### src/rtl/mem_copy_master.sv
// mem_copy_master: DMA engine copying words over the PicoRV32 native memory bus
module mem_copy_master #(
  parameter int TIMEOUT = 256,
  parameter int LEN_W = 16
) (
  input  logic             clk,
  input  logic             resetn,
  input  logic             start,
  input  logic [31:0]      src_addr,
  input  logic [31:0]      dst_addr,
  input  logic [LEN_W-1:0] len_words,
  output logic             busy,
  output logic             done,
  output logic             err,
  output logic             mem_valid,
  output logic             mem_instr,
  input  logic             mem_ready,
  output logic [31:0]      mem_addr,
  output logic [31:0]      mem_wdata,
  output logic [3:0]       mem_wstrb,
  input  logic [31:0]      mem_rdata
);
  typedef enum logic [1:0] {IDLE, RD, WR, FIN} state_t;
  state_t state, state_n;
  logic [31:0] cur_src, cur_src_n, cur_dst, cur_dst_n, data_reg, data_n, wdog, wdog_n;
  logic [31:0] addr_n, wdata_n;
  logic [LEN_W-1:0] cnt, cnt_n;
  logic [3:0] wstrb_n;
  logic busy_n, done_n, err_n, valid_n, hs, stall, expire, bad;
  assign mem_instr = 1'b0;
  assign hs = mem_valid && mem_ready;
  assign stall = mem_valid && !mem_ready;
  assign expire = (TIMEOUT != 0) && stall && (wdog == 32'(TIMEOUT - 1));
  assign bad = |{src_addr[1:0], dst_addr[1:0]};
  // Outputs are computed here as next-values and registered below; a request is
  // raised only from a gap cycle, which yields the one-cycle low after each handshake.
  always_comb begin
    state_n = state;
    cur_src_n = cur_src;
    cur_dst_n = cur_dst;
    data_n = data_reg;
    cnt_n = cnt;
    busy_n = busy;
    done_n = 1'b0;
    err_n = err;
    valid_n = mem_valid;
    addr_n = mem_addr;
    wdata_n = mem_wdata;
    wstrb_n = mem_wstrb;
    wdog_n = stall ? wdog + 32'd1 : 32'd0;
    case (state)
      IDLE: if (start) begin
        cur_src_n = src_addr;
        cur_dst_n = dst_addr;
        cnt_n = len_words;
        err_n = bad;
        busy_n = 1'b1;
        if (bad || len_words == '0) state_n = FIN;
        else begin
          state_n = RD;
          valid_n = 1'b1;
          addr_n = src_addr;
          wstrb_n = 4'h0;
        end
      end
      RD: if (hs) begin
        data_n = mem_rdata;
        valid_n = 1'b0;
        state_n = WR;
      end else if (!mem_valid) begin
        valid_n = 1'b1;
        addr_n = cur_src;
        wstrb_n = 4'h0;
      end
      WR: if (hs) begin
        valid_n = 1'b0;
        cur_src_n = cur_src + 32'd4;
        cur_dst_n = cur_dst + 32'd4;
        cnt_n = cnt - 1'b1;
        state_n = (cnt == LEN_W'(1)) ? FIN : RD;
      end else if (!mem_valid) begin
        valid_n = 1'b1;
        addr_n = cur_dst;
        wdata_n = data_reg;
        wstrb_n = 4'hF;
      end
      FIN: begin
        busy_n = 1'b0;
        done_n = 1'b1;
        state_n = IDLE;
      end
    endcase
    if (expire) begin
      err_n = 1'b1;
      valid_n = 1'b0;
      state_n = FIN;
    end
  end
  always_ff @(posedge clk or negedge resetn)
    if (!resetn) begin
      state <= IDLE;
      cur_src <= '0;
      cur_dst <= '0;
      data_reg <= '0;
      cnt <= '0;
      wdog <= '0;
      busy <= 1'b0;
      done <= 1'b0;
      err <= 1'b0;
      mem_valid <= 1'b0;
      mem_addr <= '0;
      mem_wdata <= '0;
      mem_wstrb <= '0;
    end else begin
      state <= state_n;
      cur_src <= cur_src_n;
      cur_dst <= cur_dst_n;
      data_reg <= data_n;
      cnt <= cnt_n;
      wdog <= wdog_n;
      busy <= busy_n;
      done <= done_n;
      err <= err_n;
      mem_valid <= valid_n;
      mem_addr <= addr_n;
      mem_wdata <= wdata_n;
      mem_wstrb <= wstrb_n;
    end
endmodule

### config.mk
export PLATFORM = sky130hd
export DESIGN_NAME = mem_copy_master
export DESIGN_NICKNAME = d
export VERILOG_FILES = /design/src/rtl/mem_copy_master.sv
export SDC_FILE = /design/constraint.sdc
export NUM_CORES = 1
export LEC_CHECK = 0
export BUFFER_PORTS_ARGS = -buffer_cell sky130_fd_sc_hd__buf_2
export CELL_PAD_IN_SITES_DETAIL_PLACEMENT = 0
export CELL_PAD_IN_SITES_GLOBAL_PLACEMENT = 1
export CORE_MARGIN = 4
export CORE_UTILIZATION = 40
export DETAILED_ROUTE_END_ITERATION = 10
export GPL_ROUTABILITY_DRIVEN = 0
export PLACE_DENSITY_LB_ADDON = 0.1
export SLEW_MARGIN = 25
export SYNTH_ARGS = -nofsm -noshare
export SYNTH_HDL_FRONTEND = slang
export SYNTH_SLANG_ARGS = --single-unit
### constraint.sdc
create_clock -name clk -period 5.4 [get_ports clk]
set_clock_uncertainty 0.05 [all_clocks]
set_input_delay 1.08 -clock clk [delete_from_list [all_inputs] [get_ports clk]]
set_output_delay 1.08 -clock clk [all_outputs]
set_load 0.01 [all_outputs]
==> run metrics, run 1 <==
die height 174.5 um; critical path class flip-flop to flip-flop; H-tree depth 1; Combinational Power Share 42.1%; core area 27,100 sq um; Int Pwr 4.795 mW; share of power burned in registers 37.2%; global-route wire length before repair 51,380 um; # IOs 189; number of fill cells 2,646; sum of negative setup slack 0 ps; overall power 8.194 mW; clk_lat worst skew 520 ps; DP Worst Slack 1894 ps; clk sink count 215; clock power share 20.7%; synth top area cells dfrtp_1 (49%), mux2_2 (6.6%), o21ai_0 (4.8%); Power Dens Cells 622.1 nW/um^2; final WL 31,490 um; First-pass DRT Iterations 7; DRT antenna net count 0; DRC Markers 0; Layout area overhead 18.80%; All-Layer GR Usage 20.37%; post-synth top area cell dfrtp_1; Yosys cell types 65; clock buffer depth 3; wl on met1 15,080 um; synthesized area 11,090 sq um; initial antenna violation count 2; CTS tree yes; hold crit path type flip-flop to flip-flop; # Post-CTS Setup Buffers 0; Slew Limit Fails 0; Synth Area in XOR/XNOR 2.133%; minimum clock period 3247 ps; run status finished clean; final net count 1,431; ANT cells 0; peak supply drop 306.3 uV; met3 wire len 1482 um; clk root buf clkbuf_16; post-synthesis average cell area 9.623 sq um; asr flop ratio synth 100.0%; DR top layer met5; total net switching power 3.399 mW; total number of vias 9,345; Starting Density 40.90%; Synth Area in Adders 1.129%; CP Capture Type flip-flop; fraction of synthesized area in multiplexers 9.221%; DR vias/cell 5.520; number of global-route vias before repair 9,109; final worst slack 2153 ps; Initial DRC Count 557; total grt overflow 0; row cnt 60; post_cts resized 0; Synth Flop Type dfrtp_1; number of synthesized flops with an enable pin 0; Pleak 5.772 nW; library cell with the highest instance count after synthesis dfrtp_1; f_max 308.0 MHz; Die Area 30,440 sq um; Met2 Wirelength 14,290 um; total CTS buffers 26; largest net degree at the start of global routing 116; area share of the largest cell type after synthesis 48.53%; HPWL Detailed 21,480 um; Synth Warn # 0; Slew @ Worst Pin 1060 ps; largest family of logic cells by synthesized area simple AND/OR/NAND/NOR gates; Slew headroom 29.20%; share of layout cells above drive strength 1 25.13%; hold_buf cts 0; final setup fails 0; max cap viols 0; fin area 13,170 sq um; wire length per cell 18.60 um; syn_nets 1,278; RSZ-0062 raised after global routing no; register area share after synthesis 48.53%; startpoint types flip-flop; Yosys reg bits 215; Final Hold Viols 0; clock slew at reported path FFs 60 ps; Required @ worst endpoint 5810 ps; fin crit share 60.13%; Synth Area in Simple Gates 18.60%; Die W 174.5 um; leading cell types by count after synthesis dfrtp_1 (215), nand2_1 (128), o21ai_0 (106), nand3_1 (67), mux2_2 (65); Net Sw Frac 41.48%; WP data arrival 3650 ps; Syn Inst Count 1,152; Synth Area in Compound Gates 16.75%; PortBufs 187; crit path max fanout 46; Area after DPL 12,330 sq um
## path summary, 6_finish.rpt
| kind | slack [ps] | cells after the start | start | to |
|---|---|---|---|---|
| setup / recovery | 2150 | 8 | state[0] | cur_dst[30] |
| hold / removal | 420 | 2 | mem_addr[18] | mem_addr[18] |
| setup reg to reg | 2150 | 8 | state[0] | cur_dst[30] |
| hold reg to reg | 420 | 2 | mem_addr[18] | mem_addr[18] |
| max in group asynchronous | 3570 | 2 | resetn | data_reg[13] |
| min in group asynchronous | 600 | 1 | resetn | wdog[2] |
## metrics by stage
stage	instances	hold WS [ps]	util [%]
6_report	1693	423.5	48.60
3_5_place_dp	1649	414.9	45.51
5_1_grt	1693	443.8	48.60
3_3_place_gp	1649	409.7	45.51
2_1_floorplan	1152	397.9	-
4_1_cts	1693	429.6	48.59
## per-layer routing
| metal | track usage [%] | vias up |
|---|---|---|
| li1 | - | 4558 |
| met1 | 29.95 | 4553 |
| met2 | 31.99 | 189 |
| met3 | 3.132 | 41 |
| met4 | 4.355 | 4 |
| met5 | 0 | - |
## cells by family after synthesis
kind of cell | after synthesis
AO/OA/AOI/OAI | 301
XOR/XNOR | 27
adder cells (fa/ha/maj) | 10
buffers and inverters | 99
flip-flops | 215
multiplexers | 94
other | 1
AND/OR/NAND/NOR | 405
## power groups by stage
stage | registers (mW) | clock network [mW] | logic, mW
CTS | 3.04 | 1.75 | 3.50
finish | 3.04 | 1.70 | 3.45
detailed placement | 3.07 | 0 | 3.49
global placement | 3.04 | 0 | 3.43
floorplan | 2.96 | 0 | 2.42
global route | 3.17 | 1.82 | 3.91
## cell type report
cell class              instances  area, sq um  area share, %
repair buffers                205         1081          8.208
well taps                     372        465.4          3.534
inverters                      19        71.32         0.5415
clock buffers                  38        777.0          5.900
multi-input cells             838         5336          40.52
flip-flops and latches        215         5380          40.85
clock inverters                 6        58.81         0.4465
## placed cells by master (no fill, tap or decap), types with 20 or more instances in the layout
master,Yosys,layout
a21oi_1,59,59
a22oi_1,34,34
buf_2,9,186
clkbuf_16,0,27
dfrtp_1,215,215
mux2_2,65,65
mux2i_1,29,29
nand2_1,128,127
nand3_1,67,67
nand4_1,27,27
nor2_1,60,59
nor3_1,23,23
nor4_1,27,26
o21ai_0,106,106
o22ai_1,38,38
xnor2_1,20,20
## worst max-delay path, cell delays in order, from the launching register on
cell	delay (ps)
dfrtp_1	440
inv_1	170
ha_4	320
buf_4	490
nand3_1	250
nor4_4	650
nand3_4	200
or4_1	500
nand3_1	90
(Power assumes the default switching activity.)
==> inputs of run 2 (changes only) <==
--- a/config.mk
+++ b/config.mk
@@ -5,11 +5,12 @@
 export SDC_FILE = /design/constraint.sdc
 export NUM_CORES = 1
 export LEC_CHECK = 0
+export ABC_AREA = 1
 export BUFFER_PORTS_ARGS = -buffer_cell sky130_fd_sc_hd__buf_2
 export CELL_PAD_IN_SITES_DETAIL_PLACEMENT = 0
 export CELL_PAD_IN_SITES_GLOBAL_PLACEMENT = 1
 export CORE_MARGIN = 4
-export CORE_UTILIZATION = 40
+export CORE_UTILIZATION = 38
 export DETAILED_ROUTE_END_ITERATION = 10
 export GPL_ROUTABILITY_DRIVEN = 0
 export PLACE_DENSITY_LB_ADDON = 0.1
==> constraint.sdc (replaced) <==
create_clock -name clk -period 2.9 [get_ports clk]
set_clock_uncertainty 0.05 [all_clocks]
set_input_delay 0.58 -clock clk [delete_from_list [all_inputs] [get_ports clk]]
set_output_delay 0.58 -clock clk [all_outputs]
set_load 0.01 [all_outputs]
==> run 2 against run 1 <==
Total power increased by 97%. Flip-flop and latch count unchanged. Maximum frequency rose by 44%. Cell count rose by 37%. Global-route usage grew 1.2 points. Non-clock buffer count grew 4. Worst hold slack lost 190 ps. Critical path depth rose by 2. Wire length up 24%. Highest routed layer unchanged.
==> run metrics, run 2 <==
share of layout cells above drive strength 1 17.38%; delay of the slowest critical-path stage 410 ps; final WL 39,100 um; Power Dens Cells 1099 nW/um^2; total grt overflow 0; run status finished clean; Starting Density 38.92%; Slew Limit Fails 0; share of power burned in registers 32.4%; post_cts resized 0; core area 31,880 sq um; clk_lat worst skew 540 ps; critical path class flip-flop to flip-flop; WP data arrival 2630 ps; library cell with the highest instance count after synthesis nand2_1; CP Capture Type flip-flop; post-synth top area cell dfrtp_1; Die W 188.7 um; row cnt 65; area share of the largest cell type after synthesis 43.36%; global-route wire length before repair 62,250 um; crit path max fanout 64; register area share after synthesis 43.36%; Yosys cell types 48; PortBufs 187; peak supply drop 767.0 uV; R2R depth 10; Slew @ Worst Pin 681.5 ps; most frequent cells in the layout nand2_1 (451), dfrtp_1 (215), buf_2 (186); CTS tree yes; final net count 1,984; clock buffer depth 3; fraction of synthesized area in multiplexers 1.392%; leading cell types by count after synthesis nand2_1 (452), dfrtp_1 (215), inv_1 (185), nor2_1 (182), o21ai_0 (132); syn_nets 1,820; max cap viols 0; # IOs 189; startpoint types flip-flop; CP max-delay cell dfrtp_1; Int Pwr 8.907 mW; HP Start mem_rdata[29]; reg2reg start state[0]; Synth Warn # 0; reg2reg setup slack 650 ps; First-pass DRT Iterations 6; Final Hold Viols 0; All-Layer GR Usage 21.54%; number of global-route vias before repair 11,300; H-tree depth 1; hold crit path type input pin to flip-flop; Die Area 35,600 sq um; number of synthesized flops with an enable pin 0; Syn Inst Count 1,694; RSZ-0062 raised after global routing no; Initial DRC Count 883; Crit path buffers/inverters 2; r2r endpoint cur_dst[28]; clock slew at reported path FFs 60 ps; Synth Area in Adders 1.008%; largest family of logic cells by synthesized area simple AND/OR/NAND/NOR gates; Required @ worst endpoint 3280 ps; most common cell after layout, fill and taps aside nand2_1; f_max 444.8 MHz; Combinational Power Share 46.6%; worst hold slack 234.0 ps; hold depth 2; Layout area overhead 18.33%; synth top area cells dfrtp_1 (43%), nand2_1 (14%), inv_1 (5.6%); minimum clock period 2248 ps; synthesized area 12,410 sq um; worst path cell trace inv_1 -> ha_4 -> buf_12 -> nand2_1 -> nor2_1 -> nand4_1 -> nor2_1 -> nand4_1 -> nand3_1 -> nand2_1; HPWL Detailed 28,760 um; total number of vias 11,570; worst hold endpoint data_reg[29]; asr flop ratio synth 100.0%; DRC Markers 0; DRT antenna net count 0; number of fill cells 3,337; Slew headroom 54.52%; Synth Area in Simple Gates 29.42%; total CTS buffers 26; clock power share 21.0%; Synth Area in Compound Gates 14.21%; largest net degree at the start of global routing 89; fin crit share 77.52%; Net Sw Frac 44.81%; clk sink count 215; Synth Flop Type dfrtp_1; clk root buf clkbuf_16; post-synthesis average cell area 7.324 sq um; CP delay by family, top simple AND/OR/NAND/NOR gates; sum of negative setup slack 0 ps; Synth Area in XOR/XNOR 1.412%; Yosys reg bits 215; Pleak 7.150 nW; total net switching power 7.231 mW; wire length per cell 16.90 um; final setup fails 0; DR vias/cell 5.000; initial antenna violation count 6; die height 188.7 um
## run 2: power by group through the flow
stage | clock [mW] | sequential, mW | combinational, mW
after global routing | 3.62 | 5.40 | 8.48
after global placement | 0 | 5.25 | 7.43
final | 3.39 | 5.22 | 7.53
after floorplan | 0 | 5.20 | 5.25
after detailed placement | 0 | 5.26 | 7.54
after CTS | 3.50 | 5.22 | 7.56
## run 2: what timing repair did
action / in CTS / in global routing
hold endpoints to repair: 45 / 0
setup buffers: 0 / 0
hold buffers: 1 / 0
setup endpoints to repair: 0 / 0
## run 2: cell type report
class                   count  area (sq um)  area share [%]
multi-input cells        1210          5907           40.23
flip-flops and latches    215          5380           36.65
repair buffers            209          1214           8.267
clock buffers              39         769.5           5.241
inverters                 196         740.7           5.045
well taps                 435         544.3           3.707
clock inverters             7         121.4          0.8267
diodes                      2         5.005         0.03409
## run 2: logic make-up after synthesis
logic type               after synthesis
AND/OR/NAND/NOR                      840
AO/OA/AOI/OAI                        323
buffers and inverters                269
flip-flops                           215
XOR/XNOR                              20
multiplexers                          16
adder cells (fa/ha/maj)               10
other                                  1
## run 2: routing by layer
metal / routed length (um) / part of all wire (%) / vias up / global-route usage, %
met4: 1027 / 2.6 / 6 / 5.830
met2: 17260 / 44 / 290 / 33.65
met5: 41 / 0.10 / - / 0
li1: - / - / 5813 / -
met3: 1889 / 4.8 / 60 / 3.020
met1: 18880 / 48 / 5396 / 31.48
## run 2: how the worst max path moves through the flow
stage	depth (start not counted)	startpoint	slack [ps]	endpoint
floorplan	11	state[0]	1140	mem_wstrb[2]
CTS	10	state[0]	650	cur_dst[28]
global route	12	state[0]	490	cur_src[7]
finish	10	state[0]	650	cur_dst[28]
global placement	10	mem_ready	680	cur_src[8]
detailed placement	10	state[0]	670	cur_dst[28]
## run 2: stage by stage
step | total power [mW] | setup WS (ps) | std cells | utilization (%) | area (sq um)
6_report | 16.14 | 652.0 | 2313 | 46.05 | 14680
3_5_place_dp | 12.80 | 673.8 | 2264 | 43.21 | 13780
4_1_cts | 16.28 | 647.7 | 2311 | 46.04 | 14680
3_3_place_gp | 12.68 | 682.6 | 2264 | 43.21 | 13780
2_1_floorplan | 10.45 | 1139 | 1694 | - | 12410
5_1_grt | 17.50 | 486.1 | 2313 | 46.05 | 14680
